$ cat config.mk
export PLATFORM = sky130hd
export DESIGN_NAME = m2_block_scheduler
export DESIGN_NICKNAME = d
export VERILOG_FILES = /design/src/rtl/m2_block_scheduler.sv
export SDC_FILE = /design/constraint.sdc
export NUM_CORES = 1
export LEC_CHECK = 0
export CAP_MARGIN = 10
export CORE_UTILIZATION = 40
export CTS_CLUSTER_SIZE = 40
export DETAILED_ROUTE_END_ITERATION = 6
export GPL_TIMING_DRIVEN = 1
export PLACE_DENSITY = 0.8
export RECOVER_POWER = 25
export SYNTH_ARGS = -nofsm -noshare
export SYNTH_HDL_FRONTEND = slang
export SYNTH_SLANG_ARGS = --single-unit
$ cat constraint.sdc
create_clock -name CLOCK_50_I -period 3.13 [get_ports CLOCK_50_I]
set_clock_uncertainty 0.15 [all_clocks]
set_input_delay 0.7825 -clock CLOCK_50_I [delete_from_list [all_inputs] [get_ports CLOCK_50_I]]
set_output_delay 0.7825 -clock CLOCK_50_I [all_outputs]
set_load 0.005 [all_outputs]
$ cat src/rtl/m2_block_scheduler.sv
// Purpose: frame-level sequencer for the milestone-2 IDCT; pipelines FS/CT/CS/WS over all blocks and owns the SRAM port.
// Latency: start pulses one cycle after M2_start or after the last required done of a phase; one cycle overhead per phase.
// Backpressure: each phase waits for a fresh rising done from every unit it started; M2_start is ignored while busy.
module m2_block_scheduler #(
  parameter int unsigned NUM_BLOCKS = 2400
) (
  input  logic        CLOCK_50_I,
  input  logic        Resetn,
  input  logic        M2_start,
  output logic        M2_done,
  output logic        FS_start,
  output logic        CT_start,
  output logic        CS_start,
  output logic        WS_start,
  input  logic        FS_done,
  input  logic        CT_done,
  input  logic        CS_done,
  input  logic        WS_done,
  input  logic [17:0] FS_SRAM_address,
  input  logic [17:0] WS_SRAM_address,
  input  logic [15:0] WS_SRAM_write_data,
  input  logic        WS_SRAM_we_n,
  output logic [17:0] SRAM_address,
  output logic [15:0] SRAM_write_data,
  output logic        SRAM_we_n,
  output logic [11:0] fetch_count,
  output logic [11:0] write_count
);

  // Block count in counter width; legal NUM_BLOCKS always fits in 12 bits.
  localparam logic [11:0] BLOCKS_TOTAL = 12'(NUM_BLOCKS);

  typedef enum logic [2:0] {
    S_IDLE,
    S_LI_FS,
    S_LI_CT,
    S_CC_A,
    S_CC_B,
    S_LO_CS,
    S_LO_WS,
    S_DONE
  } state_t;

  state_t state;

  // Previous-cycle done levels, used to find rising edges.
  logic fs_done_q, ct_done_q, cs_done_q, ws_done_q;
  // Sticky "finished since my last start" flags.
  logic fs_flag, ct_flag, cs_flag, ws_flag;

  logic fs_rise, ct_rise, cs_rise, ws_rise;
  logic fs_ok, ct_ok, cs_ok, ws_ok;

  // Only a fresh 0->1 transition counts; a level left high from an older run does not.
  assign fs_rise = FS_done & ~fs_done_q;
  assign ct_rise = CT_done & ~ct_done_q;
  assign cs_rise = CS_done & ~cs_done_q;
  assign ws_rise = WS_done & ~ws_done_q;

  // A rising edge seen this cycle completes the unit without waiting for its flag to register.
  assign fs_ok = fs_flag | fs_rise;
  assign ct_ok = ct_flag | ct_rise;
  assign cs_ok = cs_flag | cs_rise;
  assign ws_ok = ws_flag | ws_rise;

  // Sequencer: state, registered start pulses, sticky done flags and block counters.
  always_ff @(posedge CLOCK_50_I or negedge Resetn) begin
    if (!Resetn) begin
      state       <= S_IDLE;
      M2_done     <= 1'b0;
      FS_start    <= 1'b0;
      CT_start    <= 1'b0;
      CS_start    <= 1'b0;
      WS_start    <= 1'b0;
      fs_done_q   <= 1'b0;
      ct_done_q   <= 1'b0;
      cs_done_q   <= 1'b0;
      ws_done_q   <= 1'b0;
      fs_flag     <= 1'b0;
      ct_flag     <= 1'b0;
      cs_flag     <= 1'b0;
      ws_flag     <= 1'b0;
      fetch_count <= '0;
      write_count <= '0;
    end else begin
      fs_done_q <= FS_done;
      ct_done_q <= CT_done;
      cs_done_q <= CS_done;
      ws_done_q <= WS_done;

      // Pulses last exactly one cycle unless a transition below re-arms them.
      FS_start <= 1'b0;
      CT_start <= 1'b0;
      CS_start <= 1'b0;
      WS_start <= 1'b0;

      // Edges latch into the flags; a start issued below clears its flag (later assignment wins).
      if (fs_rise) fs_flag <= 1'b1;
      if (ct_rise) ct_flag <= 1'b1;
      if (cs_rise) cs_flag <= 1'b1;
      if (ws_rise) ws_flag <= 1'b1;

      case (state)
        S_IDLE: begin
          if (M2_start) begin
            state       <= S_LI_FS;
            M2_done     <= 1'b0;
            fetch_count <= '0;
            write_count <= '0;
            FS_start    <= 1'b1;
            fs_flag     <= 1'b0;
          end
        end

        // Lead-in: fetch block 0.
        S_LI_FS: begin
          if (fs_ok) begin
            state       <= S_LI_CT;
            fetch_count <= fetch_count + 12'd1;
            CT_start    <= 1'b1;
            ct_flag     <= 1'b0;
          end
        end

        // Lead-in: first transform of block 0.
        S_LI_CT: begin
          if (ct_ok) begin
            state    <= S_CC_A;
            CS_start <= 1'b1;
            FS_start <= 1'b1;
            cs_flag  <= 1'b0;
            fs_flag  <= 1'b0;
          end
        end

        // Steady state phase A: CS(k) alongside FS(k+1).
        S_CC_A: begin
          if (cs_ok && fs_ok) begin
            state       <= S_CC_B;
            fetch_count <= fetch_count + 12'd1;
            CT_start    <= 1'b1;
            WS_start    <= 1'b1;
            ct_flag     <= 1'b0;
            ws_flag     <= 1'b0;
          end
        end

        // Steady state phase B: CT(k+1) alongside WS(k); loop while blocks remain to fetch.
        S_CC_B: begin
          if (ct_ok && ws_ok) begin
            write_count <= write_count + 12'd1;
            CS_start    <= 1'b1;
            cs_flag     <= 1'b0;
            if (fetch_count < BLOCKS_TOTAL) begin
              state    <= S_CC_A;
              FS_start <= 1'b1;
              fs_flag  <= 1'b0;
            end else begin
              state <= S_LO_CS;
            end
          end
        end

        // Lead-out: second transform of the last block.
        S_LO_CS: begin
          if (cs_ok) begin
            state    <= S_LO_WS;
            WS_start <= 1'b1;
            ws_flag  <= 1'b0;
          end
        end

        // Lead-out: write back the last block.
        S_LO_WS: begin
          if (ws_ok) begin
            state       <= S_DONE;
            write_count <= write_count + 12'd1;
            M2_done     <= 1'b1;
          end
        end

        // One-cycle completion state; M2_done remains set in idle.
        S_DONE: begin
          state <= S_IDLE;
        end

        default: begin
          state <= S_IDLE;
        end
      endcase
    end
  end

  // SRAM port mux, decoded from the registered state; only WS may ever pull we_n low.
  always_comb begin
    SRAM_address    = '0;
    SRAM_write_data = '0;
    SRAM_we_n       = 1'b1;
    case (state)
      S_LI_FS, S_CC_A: begin
        SRAM_address = FS_SRAM_address;
      end
      S_CC_B, S_LO_WS: begin
        SRAM_address    = WS_SRAM_address;
        SRAM_write_data = WS_SRAM_write_data;
        SRAM_we_n       = WS_SRAM_we_n;
      end
      default: begin
        SRAM_address    = '0;
        SRAM_write_data = '0;
        SRAM_we_n       = 1'b1;
      end
    endcase
  end

endmodule
# Yosys cells after proc, flatten, opt, wreduce, memory -nomap -nowiden

Index checks and enable logic that the tools add are counted.

Bits of input ports: 60
Word-level logic and storage cells: 109
Register bits after elaboration: 40

Equal/unequal tests: 14
Reduce and logical (&&, ||, !) cells: 12
$add $sub $neg: 2
Bitwise operators: 12
Order comparisons: 1
Muxes and demuxes: 52

Operators with widths:

| operator                | count |
|---|---|
| $pmux W12 S3            | 2 |
| $mux W12                | 5 |
| $pmux W18 S2            | 1 |
| $mux W1                 | 25 |
| $add A12 B1 Y12 const B | 2 |
| $mux W3                 | 8 |
| $pmux W3 S8             | 1 |
| $mux W16                | 1 |
| $ne A2 B2 Y1 const B    | 7 |
| $pmux W1 S2             | 7 |
| $eq A3 B3 Y1 const B    | 4 |
| $lt A12 B12 Y1 const B  | 1 |
| $reduce_and A4 Y1       | 2 |
| $reduce_and A7 Y1       | 1 |
| $eq A3 B2 Y1 const B    | 2 |
| $pmux W1 S3             | 2 |
| $reduce_bool A3 Y1      | 2 |
| $and A1 B1 Y1           | 4 |
| $not A1 Y1              | 4 |
| $or A1 B1 Y1            | 4 |
| $reduce_or A2 Y1        | 2 |
| $eq A3 B1 Y1 const B    | 1 |
| $logic_not A3 Y1        | 1 |
| $reduce_and A3 Y1       | 1 |
| 2 further kinds         | 3 |

# Logic depth before layout (Yosys ltp)

Depth in word-level cells: 6
Depth in mapped cells: 9

# Worst setup path after synthesis

Ideal clock, no wire load.

Path kind: input port to flip-flop
From: input M2_start
To: register fetch_count[10]
Slack: 518 ps
Arrival time: 2384 ps
Required time: 2903 ps
Stages: 7
Cell sequence: or4b_1 > buf_2 > a21boi_1 > a21o_1 > buf_6 > or4_1 > a21oi_1

Word-level cells in the longest chain between the ends: 2

RTL lines:

| item                               | line | RTL |
|---|---|---|
| start, declared                    | 9    | `input logic M2_start,` |
| $ne A2 B2 Y1 (no source line)      | n/a  |  |
| $reduce_and A4 Y1 (no source line) | n/a  |  |
| end signal, assigned               | 119  | `fetch_count <= fetch_count + 12'd1;` |
| end signal, assigned               | 140  | `fetch_count <= fetch_count + 12'd1;` |
| end, declared                      | 26   | `output logic [11:0] fetch_count,` |

Every way passes these cells.
A chain may end at the register's enable or synchronous reset.

# Final worst setup path

From: register state[2]
To: output SRAM_address[0]

Word-level cells in the longest chain between the ends: 3

RTL lines:

| item                                       | line | RTL |
|---|---|---|
| start, declared                            | 44   | `state_t state;` |
| start signal, assigned                     | 69   | `state <= S_IDLE;` |
| start signal, assigned                     | 106  | `state <= S_LI_FS;` |
| start signal, assigned                     | 118  | `state <= S_LI_CT;` |
| $eq A3 B3 Y1, or another cell as far along | 199  | `case (state)` |
| $reduce_or A2 Y1                           | 199  |  |
| $pmux W18 S2 *                             | 199  |  |
| end, declared                              | 23   | `output logic [17:0] SRAM_address,` |

Every way passes the cells marked *; elsewhere a longest branch is shown, timed or not.

==> impl_metrics.json <==
{
  "worstSkewPairLatency_ns": 0.29,
  "cts_tree": "built",
  "number_of_sinks_handled_by_clock_tree_synthesis": 40,
  "dr_total_vias": 2708,
  "layout.filler_cells": 514,
  "simple_gate_portion_of_the_synthesized_area_pct": 27.95,
  "whs_endpoint": "M2_done",
  "initial_core_utilization_pct": 41.36,
  "route.final.wire_length_um": 7284,
  "antenna_found_initial": 0,
  "worst_ep_required_time_ns": 2.20,
  "power_per_unit_of_standard_cell_area_nw_per_um2": 776.2,
  "cts_htree_levels": 2,
  "setup_repair_after_global_routing_missed_its_margin": "false",
  "area_share_of_the_largest_cell_type_after_synthesis_pct": 40.88,
  "hold_class": "flip-flop to flip-flop",
  "synth_most_common_cell": "nor2_1",
  "floorplan.die.height_um": 80.24,
  "report.final.slew_viol_count": 41,
  "max_slew.worst_pin.slew_ns": 2.124,
  "setup.worst_path.class": "flip-flop to output pin",
  "layout.core_utilization_pct": 66.50,
  "fp.dieW_um": 80.24,
  "ctsLongestPathBuffers": 2,
  "synth-async-reset-ratio_pct": 100.0,
  "global_route_wire_length_before_repair_um": 11040,
  "cts-resized-gates": 1,
  "reg2regPathDepth": 5,
  "portion_of_the_post_synthesis_area_used_by_sequential_elements_pct": 40.88,
  "antenna_left": 0,
  "static-leakage-power_nw": 1.597,
  "insertedDiodeCount": 0,
  "violations": "capacitance limit, slew limit",
  "critical_path_arrival_ns": 2.05,
  "report.final.setup_viol": 0,
  "synth_top_area_cell": "dfrtp_1",
  "dominantRegCellSynth": "dfrtp_1",
  "use_met1_pct": 29.46,
  "muxShareOfSynthArea_pct": 0,
  "gpl.final_weighted_congestion": 0.8503,
  "num-nets-final": 489,
  "synth_top_cells_by_count": "nor2_1 (41), dfrtp_1 (40), nand2_1 (28), a22oi_1 (19), o21ai_0 (18)",
  "synth.cell_area_sq_um": 2449,
  "reg2reg_slack_ns": 0.58,
  "grt.overflow.total": 0,
  "placeableCoreArea_sq_um": 5921,
  "finalPower_w": 0.003056,
  "final_cycle_utilization_of_the_critical_path_pct": 95.17,
  "synth.top_cells.by_area": "dfrtp_1 (41%), nor2_1 (6.3%), a22oi_1 (5.8%)",
  "dp_hpwl_um": 5540,
  "post_route_cells_drive_above_1_share_pct": 7.746,
  "numPortBuffers": 123,
  "holdCritStartpoint": "M2_done",
  "grt_pass1_vias": 2332,
  "r2r_end": "fetch_count[9]",
  "synth.ff_latch_count": 40,
  "avgSynthCellArea_sq_um": 8.329,
  "count_of_yosys_warnings_during_synthesis": 0,
  "die_area_sq_um": 6438,
  "gr-usage-met2_pct": 35.73,
  "timing.hold.worst_path_depth": 2,
  "seq_area_sq_um": 1001,
  "finalWorstPathRequiredPeriod_ns": 2.979,
  "clk_root_buffer_cell": "clkbuf_8",
  "routed_via_count_divided_by_cell_count": 5.405,
  "synthCells": 294,
  "floorplan.rows": 28,
  "maxCapViolations": 1,
  "combinational_family_with_the_most_area_after_synthesis": "simple AND/OR/NAND/NOR gates",
  "post_synth_fa_ha_maj_area_fraction_pct": 2.044,
  "worst_slew_margin_rel_pct": -41.58,
  "largest_voltage_drop_on_the_vdd_net_uv": 422.2,
  "io_pins": 124,
  "number_of_drc_markers_after_the_initial_detailed_route_iteration": 196,
  "whs_ns": 0.3704,
  "cts.reportedPaths.clkPinSlew_ns": 0.08,
  "outcome": "finished, violations left",
  "path_max_fanout": 18,
  "ys_types": 42,
  "synth_xor_xnor_area_share_pct": 1.431,
  "synth-edff-count": 0,
  "wl_per_cell_um": 14.54,
  "rr_startpoint": "state[1]",
  "drt_pre_antenna_iters": 5,
  "post-cts-setup-buffer-count": 0,
  "gr-max-usage-layer": "met2",
  "critPathCaptureType": "output pin",
  "route.detailed.drc": 0,
  "grt_max_degree": 41,
  "cp-start-kind": "flip-flop",
  "post_cts_hold_buffer_count": 0,
  "grt_util_all_layers_pct": 22.10,
  "gr-usage-met3_pct": 3.864,
  "area_used_by_multi_input_combinational_logic_sq_um": 1344,
  "hold_viol": 0,
  "synthToLayoutAreaGrowth_pct": 60.81,
  "fmax_mhz": 335.7,
  "synth_area_in_compound_gates_pct": 23.45,
  "syn-num-nets": 358,
  "numCtsBuffers": 5
}
-- report_power, final --
group	switching, W	leakage [nW]	internal (W)
Sequential	0.000226	0.514	0.000699
Clock	0.000182	0.0510	0.000176
Combinational	0.000820	1.03	0.000954
-- logic make-up after synthesis --
group / Yosys count
XOR/XNOR: 4
AND/OR/NAND/NOR: 136
adder cells (fa/ha/maj): 4
flip-flops: 40
buffers and inverters: 25
AO/OA/AOI/OAI: 85
-- final cells by class --
type / count / share of cell area (%)
Timing Repair Buffer: 142 / 35.05
Multi-Input combinational cell: 229 / 34.13
Sequential cell: 40 / 25.42
Tap cell: 75 / 2.383
Clock buffer: 6 / 2.097
Inverter: 7 / 0.6673
Clock inverter: 2 / 0.2542
-- flip-flops by register name, indices dropped and copies added (netlist names) --
name         cells
CS_start         1
CT_start         1
FS_start         1
M2_done          1
WS_start         1
cs_done_q        1
cs_flag          1
ct_done_q        1
ct_flag          1
fetch_count     12
fs_done_q        1
fs_flag          1
state            3
write_count     12
ws_done_q        1
ws_flag          1
-- layer usage --
| layer | routed length (um) | vias up |
|---|---|---|
| met1 | 3196 | 1267 |
| met5 | 0 | - |
| met2 | 3654 | 104 |
| li1 | - | 1328 |
| met3 | 332 | 9 |
| met4 | 100 | 0 |
-- cells in the final DEF (no fill, tap or decap), types with 3 or more instances in the layout --
master and instances:
clkdlybuf4s50_1 118, nor2_1 41, dfrtp_1 40, nand2_1 28, a22oi_1 19, o21ai_0 18
buf_4 18, and2_1 16, a21oi_1 13, nand3_1 10, or4_1 9, inv_1 6
o31ai_1 6, clkbuf_8 6, nor2b_1 5, a21o_1 4, nand2b_1 4, a211oi_1 4
or2_2 4, and3_1 4, or3_1 4, nand4_1 4, xnor2_1 4, o211ai_1 4
ha_1 4, dlygate4sd3_1 4, a211o_1 3
-- per-stage QoR --
step	instances	area (sq um)	TNS, ns	setup slack [ns]
after floorplan	294	2449	0	0.5185
after global placement	493	3834	0	0.00002842
after detailed placement	493	3834	-0.2078	-0.05335
after CTS	501	3930	0	0.05812
after global routing	501	3938	0	0.002164
final	501	3938	0	0.1511
-- critical path, stage by stage (launching register included) --
cell and delay [ns]:
dfrtp_1 0.42, inv_1 0.13, ha_1 0.20, buf_4 0.24, a22oi_1 0.13, nor2_1 0.10
clkdlybuf4s50_1 0.52
-- worst max-delay path by stage --
stage	cells past startpoint	end	startpoint	slack, ns
2_1_floorplan	7	fetch_count[10]	M2_start	0.52
3_3_place_gp	7	fetch_count[6]	M2_start	0.00003
3_5_place_dp	6	fetch_count[9]	M2_start	-0.05
4_1_cts	6	SRAM_address[1]	state[0]	0.06
5_1_grt	6	SRAM_address[0]	state[2]	0.002
6_report	6	SRAM_address[0]	state[2]	0.15
(Power assumes the default switching activity.)
